--- src/rtl/uwire_rx_if.sv ---
// MICROWIRE receive-monitor bundle: the three serial lines in, received words,
// status and shadow read port out.
interface uwire_rx_if;
    logic        DATAuWire;
    logic        CLKuWire;
    logic        LEuWire;
    logic [31:0] word;
    logic [4:0]  addr;
    logic        word_valid;
    logic        frame_err;
    logic [5:0]  err_bits;
    logic        busy;
    logic [15:0] frame_cnt;
    logic [4:0]  rd_addr;
    logic [31:0] rd_data;
    logic        state_dbg;

    // Handshake: word_valid and frame_err are single-cycle qualifiers with no
    // ready; a consumer samples word/addr or err_bits in the cycle the pulse is
    // high. The two pulses never coincide.
    modport master (
        output DATAuWire, CLKuWire, LEuWire, rd_addr,
        input  word, addr, word_valid, frame_err, err_bits, busy, frame_cnt,
               rd_data, state_dbg
    );

    modport slave (
        input  DATAuWire, CLKuWire, LEuWire, rd_addr,
        output word, addr, word_valid, frame_err, err_bits, busy, frame_cnt,
               rd_data, state_dbg
    );
endinterface

--- src/rtl/uwire_rx_monitor.sv ---
// Receive-side MICROWIRE monitor: synchronises DATA/CLK/LE, shifts MSB-first and
// reports 32-bit frames on LE rise. Macro UWIRE_RX_SHADOW_EN adds a 32x32 shadow file.
module uwire_rx_monitor #(
    parameter int SYNC_STAGES = 2,
    parameter int WORD_BITS   = 32
) (
    input  logic     clk,
    input  logic     rst,
    uwire_rx_if.slave bus
);
    localparam int WARM_W = $clog2(SYNC_STAGES + 1);

    typedef enum logic {ST_WARM = 1'b0, ST_RUN = 1'b1} state_t;

    state_t                  state_q, state_d;
    logic [WARM_W-1:0]       warm_cnt_q, warm_cnt_d;
    logic [SYNC_STAGES-1:0]  data_sync_q, data_sync_d;
    logic [SYNC_STAGES-1:0]  clk_sync_q, clk_sync_d;
    logic [SYNC_STAGES-1:0]  le_sync_q, le_sync_d;
    logic                    clk_prev_q, clk_prev_d;
    logic                    le_prev_q, le_prev_d;
    logic [WORD_BITS-1:0]    shift_q, shift_d;
    logic [5:0]              bit_cnt_q, bit_cnt_d;
    logic [WORD_BITS-1:0]    word_q, word_d;
    logic [4:0]              addr_q, addr_d;
    logic                    word_valid_q, word_valid_d;
    logic                    frame_err_q, frame_err_d;
    logic [5:0]              err_bits_q, err_bits_d;
    logic                    busy_q, busy_d;
    logic [15:0]             frame_cnt_q, frame_cnt_d;
    logic [31:0]             rd_data_q, rd_data_d;

    logic                    clk_line, le_line, data_line;
    logic                    clk_rise, le_rise, do_shift;
    logic [WORD_BITS-1:0]    shift_new;
    logic [5:0]              cnt_new;

    always_comb begin
        data_sync_d = {data_sync_q[SYNC_STAGES-2:0], bus.DATAuWire};
        clk_sync_d  = {clk_sync_q[SYNC_STAGES-2:0], bus.CLKuWire};
        le_sync_d   = {le_sync_q[SYNC_STAGES-2:0], bus.LEuWire};
        data_line   = data_sync_q[SYNC_STAGES-1];
        clk_line    = clk_sync_q[SYNC_STAGES-1];
        le_line     = le_sync_q[SYNC_STAGES-1];
        clk_prev_d  = clk_line;
        le_prev_d   = le_line;

        state_d    = state_q;
        warm_cnt_d = warm_cnt_q;
        case (state_q)
            ST_WARM: begin
                if (warm_cnt_q == WARM_W'(SYNC_STAGES)) begin
                    state_d = ST_RUN;
                end else begin
                    warm_cnt_d = warm_cnt_q + 1'b1;
                end
            end
            default: state_d = ST_RUN;
        endcase

        // Edges are suppressed while warming up so a line high at reset release is silent.
        clk_rise = (state_q == ST_RUN) && clk_line && !clk_prev_q;
        le_rise  = (state_q == ST_RUN) && le_line && !le_prev_q;

        // A CLK rise coinciding with the LE rise still lands before the frame check.
        do_shift  = clk_rise && (!le_line || le_rise);
        shift_new = shift_q;
        cnt_new   = bit_cnt_q;
        if (do_shift) begin
            shift_new = {shift_q[WORD_BITS-2:0], data_line};
            cnt_new   = (bit_cnt_q == 6'd63) ? 6'd63 : bit_cnt_q + 6'd1;
        end

        shift_d      = shift_new;
        bit_cnt_d    = cnt_new;
        word_d       = word_q;
        addr_d       = addr_q;
        word_valid_d = 1'b0;
        frame_err_d  = 1'b0;
        err_bits_d   = err_bits_q;
        frame_cnt_d  = frame_cnt_q;
        if (le_rise) begin
            bit_cnt_d = 6'd0;
            if (cnt_new == 6'(WORD_BITS)) begin
                word_d       = shift_new;
                addr_d       = shift_new[4:0];
                word_valid_d = 1'b1;
                frame_cnt_d  = frame_cnt_q + 16'd1;
            end else begin
                frame_err_d = 1'b1;
                err_bits_d  = cnt_new;
            end
        end
        busy_d = (bit_cnt_d != 6'd0);
    end

    always_ff @(posedge clk) begin
        if (rst) begin
            state_q      <= ST_WARM;
            warm_cnt_q   <= '0;
            data_sync_q  <= '0;
            clk_sync_q   <= '0;
            le_sync_q    <= '0;
            clk_prev_q   <= 1'b0;
            le_prev_q    <= 1'b0;
            shift_q      <= '0;
            bit_cnt_q    <= '0;
            word_q       <= '0;
            addr_q       <= '0;
            word_valid_q <= 1'b0;
            frame_err_q  <= 1'b0;
            err_bits_q   <= '0;
            busy_q       <= 1'b0;
            frame_cnt_q  <= '0;
        end else begin
            state_q      <= state_d;
            warm_cnt_q   <= warm_cnt_d;
            data_sync_q  <= data_sync_d;
            clk_sync_q   <= clk_sync_d;
            le_sync_q    <= le_sync_d;
            clk_prev_q   <= clk_prev_d;
            le_prev_q    <= le_prev_d;
            shift_q      <= shift_d;
            bit_cnt_q    <= bit_cnt_d;
            word_q       <= word_d;
            addr_q       <= addr_d;
            word_valid_q <= word_valid_d;
            frame_err_q  <= frame_err_d;
            err_bits_q   <= err_bits_d;
            busy_q       <= busy_d;
            frame_cnt_q  <= frame_cnt_d;
        end
    end

`ifdef UWIRE_RX_SHADOW_EN
    logic [31:0] shadow_q [32];

    always_comb begin
        rd_data_d = shadow_q[bus.rd_addr];
    end

    // Read and write share an edge, so a same-address read returns the old entry.
    always_ff @(posedge clk) begin
        if (rst) begin
            for (int i = 0; i < 32; i++) begin
                shadow_q[i] <= '0;
            end
            rd_data_q <= '0;
        end else begin
            if (word_valid_q) begin
                shadow_q[addr_q] <= word_q;
            end
            rd_data_q <= rd_data_d;
        end
    end
`else
    logic unused_rd_addr;

    always_comb begin
        rd_data_d      = '0;
        unused_rd_addr = ^bus.rd_addr;
    end

    always_ff @(posedge clk) begin
        rd_data_q <= rd_data_d;
    end
`endif

    assign bus.word       = word_q;
    assign bus.addr       = addr_q;
    assign bus.word_valid = word_valid_q;
    assign bus.frame_err  = frame_err_q;
    assign bus.err_bits   = err_bits_q;
    assign bus.busy       = busy_q;
    assign bus.frame_cnt  = frame_cnt_q;
    assign bus.rd_data    = rd_data_q;
    assign bus.state_dbg  = state_q;
endmodule

--- src/flat_wrapper.sv ---
// flat-port wrapper written by rule: the top's interface ports become plain ports
module uwire_rx_monitor_flat 
#(
    parameter int SYNC_STAGES = 2,
    parameter int WORD_BITS   = 32
)
  (clk, rst, bus_DATAuWire, bus_CLKuWire, bus_LEuWire, bus_rd_addr, bus_word, bus_addr, bus_word_valid, bus_frame_err, bus_err_bits, bus_busy, bus_frame_cnt, bus_rd_data, bus_state_dbg);
  uwire_rx_if bus_i ();
  input  logic clk;
  input  logic rst;
  input wire logic [$bits(bus_i.DATAuWire)-1:0] bus_DATAuWire;
  input wire logic [$bits(bus_i.CLKuWire)-1:0] bus_CLKuWire;
  input wire logic [$bits(bus_i.LEuWire)-1:0] bus_LEuWire;
  input wire logic [$bits(bus_i.rd_addr)-1:0] bus_rd_addr;
  output wire logic [$bits(bus_i.word)-1:0] bus_word;
  output wire logic [$bits(bus_i.addr)-1:0] bus_addr;
  output wire logic [$bits(bus_i.word_valid)-1:0] bus_word_valid;
  output wire logic [$bits(bus_i.frame_err)-1:0] bus_frame_err;
  output wire logic [$bits(bus_i.err_bits)-1:0] bus_err_bits;
  output wire logic [$bits(bus_i.busy)-1:0] bus_busy;
  output wire logic [$bits(bus_i.frame_cnt)-1:0] bus_frame_cnt;
  output wire logic [$bits(bus_i.rd_data)-1:0] bus_rd_data;
  output wire logic [$bits(bus_i.state_dbg)-1:0] bus_state_dbg;
  assign bus_i.DATAuWire = bus_DATAuWire;
  assign bus_i.CLKuWire = bus_CLKuWire;
  assign bus_i.LEuWire = bus_LEuWire;
  assign bus_i.rd_addr = bus_rd_addr;
  assign bus_word = bus_i.word;
  assign bus_addr = bus_i.addr;
  assign bus_word_valid = bus_i.word_valid;
  assign bus_frame_err = bus_i.frame_err;
  assign bus_err_bits = bus_i.err_bits;
  assign bus_busy = bus_i.busy;
  assign bus_frame_cnt = bus_i.frame_cnt;
  assign bus_rd_data = bus_i.rd_data;
  assign bus_state_dbg = bus_i.state_dbg;
  uwire_rx_monitor #(.SYNC_STAGES(SYNC_STAGES), .WORD_BITS(WORD_BITS)) u_core (.clk(clk), .rst(rst), .bus(bus_i));
endmodule
--- config.mk ---
export PLATFORM = sky130hd
export DESIGN_NAME = uwire_rx_monitor_flat
export DESIGN_NICKNAME = d
export VERILOG_FILES = /design/src/rtl/uwire_rx_if.sv /design/src/rtl/uwire_rx_monitor.sv /design/src/flat_wrapper.sv
export SDC_FILE = /design/constraint.sdc
export NUM_CORES = 1
export LEC_CHECK = 0
export CORE_MARGIN = 3
export CORE_UTILIZATION = 30
export CTS_BUF_LIST = sky130_fd_sc_hd__clkbuf_2 sky130_fd_sc_hd__clkbuf_4 sky130_fd_sc_hd__clkbuf_8
export CTS_CLUSTER_DIAMETER = 40
export DETAILED_ROUTE_END_ITERATION = 16
export PLACE_DENSITY = 0.61
export SLEW_MARGIN = 5
export SYNTH_ARGS = -nofsm -noshare
export SYNTH_HDL_FRONTEND = slang
export SYNTH_SLANG_ARGS = --single-unit
--- constraint.sdc ---
create_clock -name clk -period 2.2 [get_ports clk]
set_input_delay 0.44 -clock clk [delete_from_list [all_inputs] [get_ports clk]]
set_output_delay 0.44 -clock clk [all_outputs]
set_load 0.05 [all_outputs]
==> flow_metrics.tcl <==
set metrics [dict create \
    cts_tree "built" \
    arrival_ns 2.36 \
    htree_levels 3 \
    end_kind "flip-flop" \
    synth.avg_cell_area_um2 8.57 \
    vias_per_cell 4.57 \
    rrSetupSlack_ns 0.08 \
    netlist_instances 519 \
    num_rows 43 \
    power.leakage_nw 1.88 \
    fmax_mhz 472 \
    drive_above_1_share_pct 11.1 \
    dr.pass1.iters 4 \
    die_w_um 128 \
    critPathBufInv 4 \
    highest_layer "met4" \
    cpLargestDelayFamily "simple AND/OR/NAND/NOR gates" \
    clk_pin_slew_worst_paths_ns 0.10 \
    p_int_w 0.00266 \
    crit_fanout 6 \
    clock_sinks 106 \
    dr_wl_met3_um 414 \
    ys.flop_type "dfxtp_1" \
    status "completed" \
    wl_met1_mm 4.34 \
    cpMaxStageDelayCell "dfxtp_2" \
    crit_path_start_kind "flip-flop" \
    ys_ff_latch 106 \
    grt_usage_pct 11.6 \
    path_common_cell "buf_4" \
    multiInputGateArea_um2 2070 \
    remaining_drc_errors 0 \
    grt_pass1_vias 3229 \
    clkPwrFrac_pct 35.9 \
    fin_crit_sh_pct 96.2 \
    finalSetupViolations 0 \
    wl_met2_mm 4.60 \
    hold_path_class "flip-flop to flip-flop" \
    postSynth.asyncResetShare_pct 0 \
    insertion_delay_ns 0.37 \
    cts_max_path_buffers 2 \
    antenna_found_initial 0 \
    finalCoreUtilization_pct 38.9 \
    synthToLayoutAreaGrowth_pct 24.3 \
    design.core.area_um2 14200 \
    initial_core_util_pct 31.3 \
    clock-root-buffer "clkbuf_8" \
    nets 596 \
    synth_edf_count 0 \
    hold_viol 0 \
    seqPwrFrac_pct 54.8 \
    wl_per_cell_um 12.5 \
    grt_start_max_net_pins 65 \
    yosys_warnings 0 \
    drv_cap 0 \
    path_cells "buf_4 -> and3_4 -> nand4_1 -> buf_4 -> a2bb2oi_2 -> nor4_4 -> buf_6 -> buf_4 -> mux2i_1 -> nor2_1" \
    p_per_area_nw_per_um2 650 \
    finalWirelength_mm 9.61 \
    drtAntennaViolNets 0 \
    period_minus_slack_ns 2.12 \
    syn_area_um2 4450 \
    ctsHoldBuffers 0 \
    cts-buffers-inserted 9 \
    setup_ws_ns 0.0833 \
    peakVddDrop_mv 0.320 \
    ioPinCount 105 \
    portBuffers 67 \
    rsz0062_at_grt "false" \
    max_stage_delay_ns 0.35 \
    seq_area_frac_synth_pct 47.7 \
    antenna_cells 0 \
    dieArea_um2 16300 \
    grt_overflow_total 0 \
    grt_first_pass_wirelength_mm 15.5 \
    worstSetupPathType "flip-flop to flip-flop" \
    drt_iter0_drc 141 \
    seq_area_um2 2130 \
    place_area_um2 5180 \
    p_sw_w 0.000931 \
    via_count 3509 \
    dp_hpwl_mm 6.42 \
    globalplace.congestion 0.757 \
    fp.dieH_um 128 \
    filler_cell_count 1421 \
    clock_skew_ns 0.00983 \
    crit_required_ns 2.44 \
    synthDistinctLibCells 52 \
    worst_slew_pin_slew_ns 0.605 \
    p_total_w 0.00359 \
    swShare_pct 25.9 \
    pwr-share-comb_pct 9.2 \
    drv_slew 0 \
    fin_area_um2 5530 \
    preCtsSetupSlack_ns -0.0276 \
    relSlewSlack_pct 59.7 \
]
[logic make-up (layout without fill, tap and decap cells)]
kind of cell | after synthesis | in the layout | synth area share, %
other cells | 1 | 32 | 0.0843
buf+inv | 71 | 109 | 10.1
simple gates | 224 | 224 | 25.0
xor+xnor | 3 | 3 | 0.591
fa+ha+maj | 3 | 3 | 0.844
flops | 106 | 106 | 47.7
compound gates | 99 | 99 | 12.5
mux | 12 | 12 | 3.21
[synthesized netlist by cell type, types with 6 or more instances]
| master | n | area, um^2 |
|---|---|---|
| inv_1 | 6 | 22.5 |
| nand2_1 | 106 | 398 |
| nand2b_1 | 36 | 225 |
| o21ai_1 | 16 | 80.1 |
| buf_4 | 38 | 285 |
| a21oi_1 | 42 | 210 |
| nor2_1 | 27 | 101 |
| mux2i_1 | 6 | 60.1 |
| o21ai_0 | 24 | 120 |
| dfxtp_1 | 106 | 2120 |
| clkbuf_1 | 20 | 75.1 |
| nor2b_1 | 14 | 87.6 |
[power by group through the flow]
stage          clock network [W]  logic, W  registers [W]
5_1_grt                  0.00142  0.000360        0.00197
2_1_floorplan                  0  0.000286        0.00204
6_report                 0.00129  0.000331        0.00197
3_5_place_dp                   0  0.000324        0.00201
4_1_cts                  0.00134  0.000326        0.00197
3_3_place_gp                   0  0.000315        0.00201
[cells in the final DEF (no fill, tap or decap), types with 4 or more instances in the layout]
cell	count
dfxtp_1	102
nand2b_1	36
buf_4	16
o21ai_1	16
or3_1	5
nand4_1	5
nand3_1	4
clkdlybuf4s50_1	66
mux2i_1	6
clkbuf_8	12
a21oi_1	41
nor3_1	5
nor2b_1	14
inv_1	6
nor2_1	27
or4_1	4
nand2_1	106
conb_1	32
o21ai_0	24
[repair_timing]
action	CTS	global route
gates resized for setup	2	18
cloned	0	1
pin swaps	0	2
setup buffers	0	3
endpoints found under the setup margin	3	50
[final timing paths]
check / cells after the start / startpoint / to
min: 1 / u_core.data_sync_q[0]$_SDFF_PP0_ / u_core.data_sync_q[1]$_SDFF_PP0_
max reg2reg: 10 / u_core.bit_cnt_q[0]$_SDFF_PP0_ / u_core.bus.frame_cnt[1]$_SDFFE_PP0P_
max: 10 / u_core.bit_cnt_q[0]$_SDFF_PP0_ / u_core.bus.frame_cnt[1]$_SDFFE_PP0P_
min reg2reg: 1 / u_core.data_sync_q[0]$_SDFF_PP0_ / u_core.data_sync_q[1]$_SDFF_PP0_
[sequential cells by signal (all words and copies together) (netlist names)]
signal	count
u_core.bus.word	28
u_core.le_sync_q	2
u_core.clk_sync_q	2
u_core.le_prev_q	1
u_core.shift_q	32
u_core.data_sync_q	2
u_core.bus.state_dbg	1
u_core.warm_cnt_q	2
u_core.bus.frame_err	1
u_core.bus.err_bits	6
u_core.clk_prev_q	1
u_core.bus.frame_cnt	16
u_core.bit_cnt_q	6
u_core.bus.busy	1
u_core.bus.word_valid	1
u_core.bus.addr	4
[stage by stage]
step           TNS, ns  instances  hold WS [ns]
2_1_floorplan        0        550         0.414
3_3_place_gp         0        748         0.423
3_5_place_dp   -0.0276        748         0.430
4_1_cts        -0.0469        764         0.453
5_1_grt              0        768         0.465
6_report             0        768         0.446
[cell type report]
class                           count  share of cell area [%]
Sequential cell                   106                    38.5
Multi-Input combinational cell    373                    37.5
Timing Repair Buffer               87                    15.5
Tap cell                          180                    4.07
Clock buffer                       12                    2.99
Clock inverter                      4                    1.02
Inverter                            6                   0.407
[worst register-to-register path, stage by stage (launching register included)]
cell and delay (ns):
dfxtp_2 0.35, buf_4 0.14, and3_4 0.19, nand4_1 0.15
buf_4 0.20, a2bb2oi_2 0.15, nor4_4 0.29, buf_6 0.17
buf_4 0.13, mux2i_1 0.18, nor2_1 0.05
[metal layers]
layer,vias to the layer above,track usage [%]
li1,1781,-
met1,1618,14.7
met2,97,18.8
met3,13,1.88
met4,0,6.24
met5,-,0
Note: power is estimated with default switching activity, not from simulation.
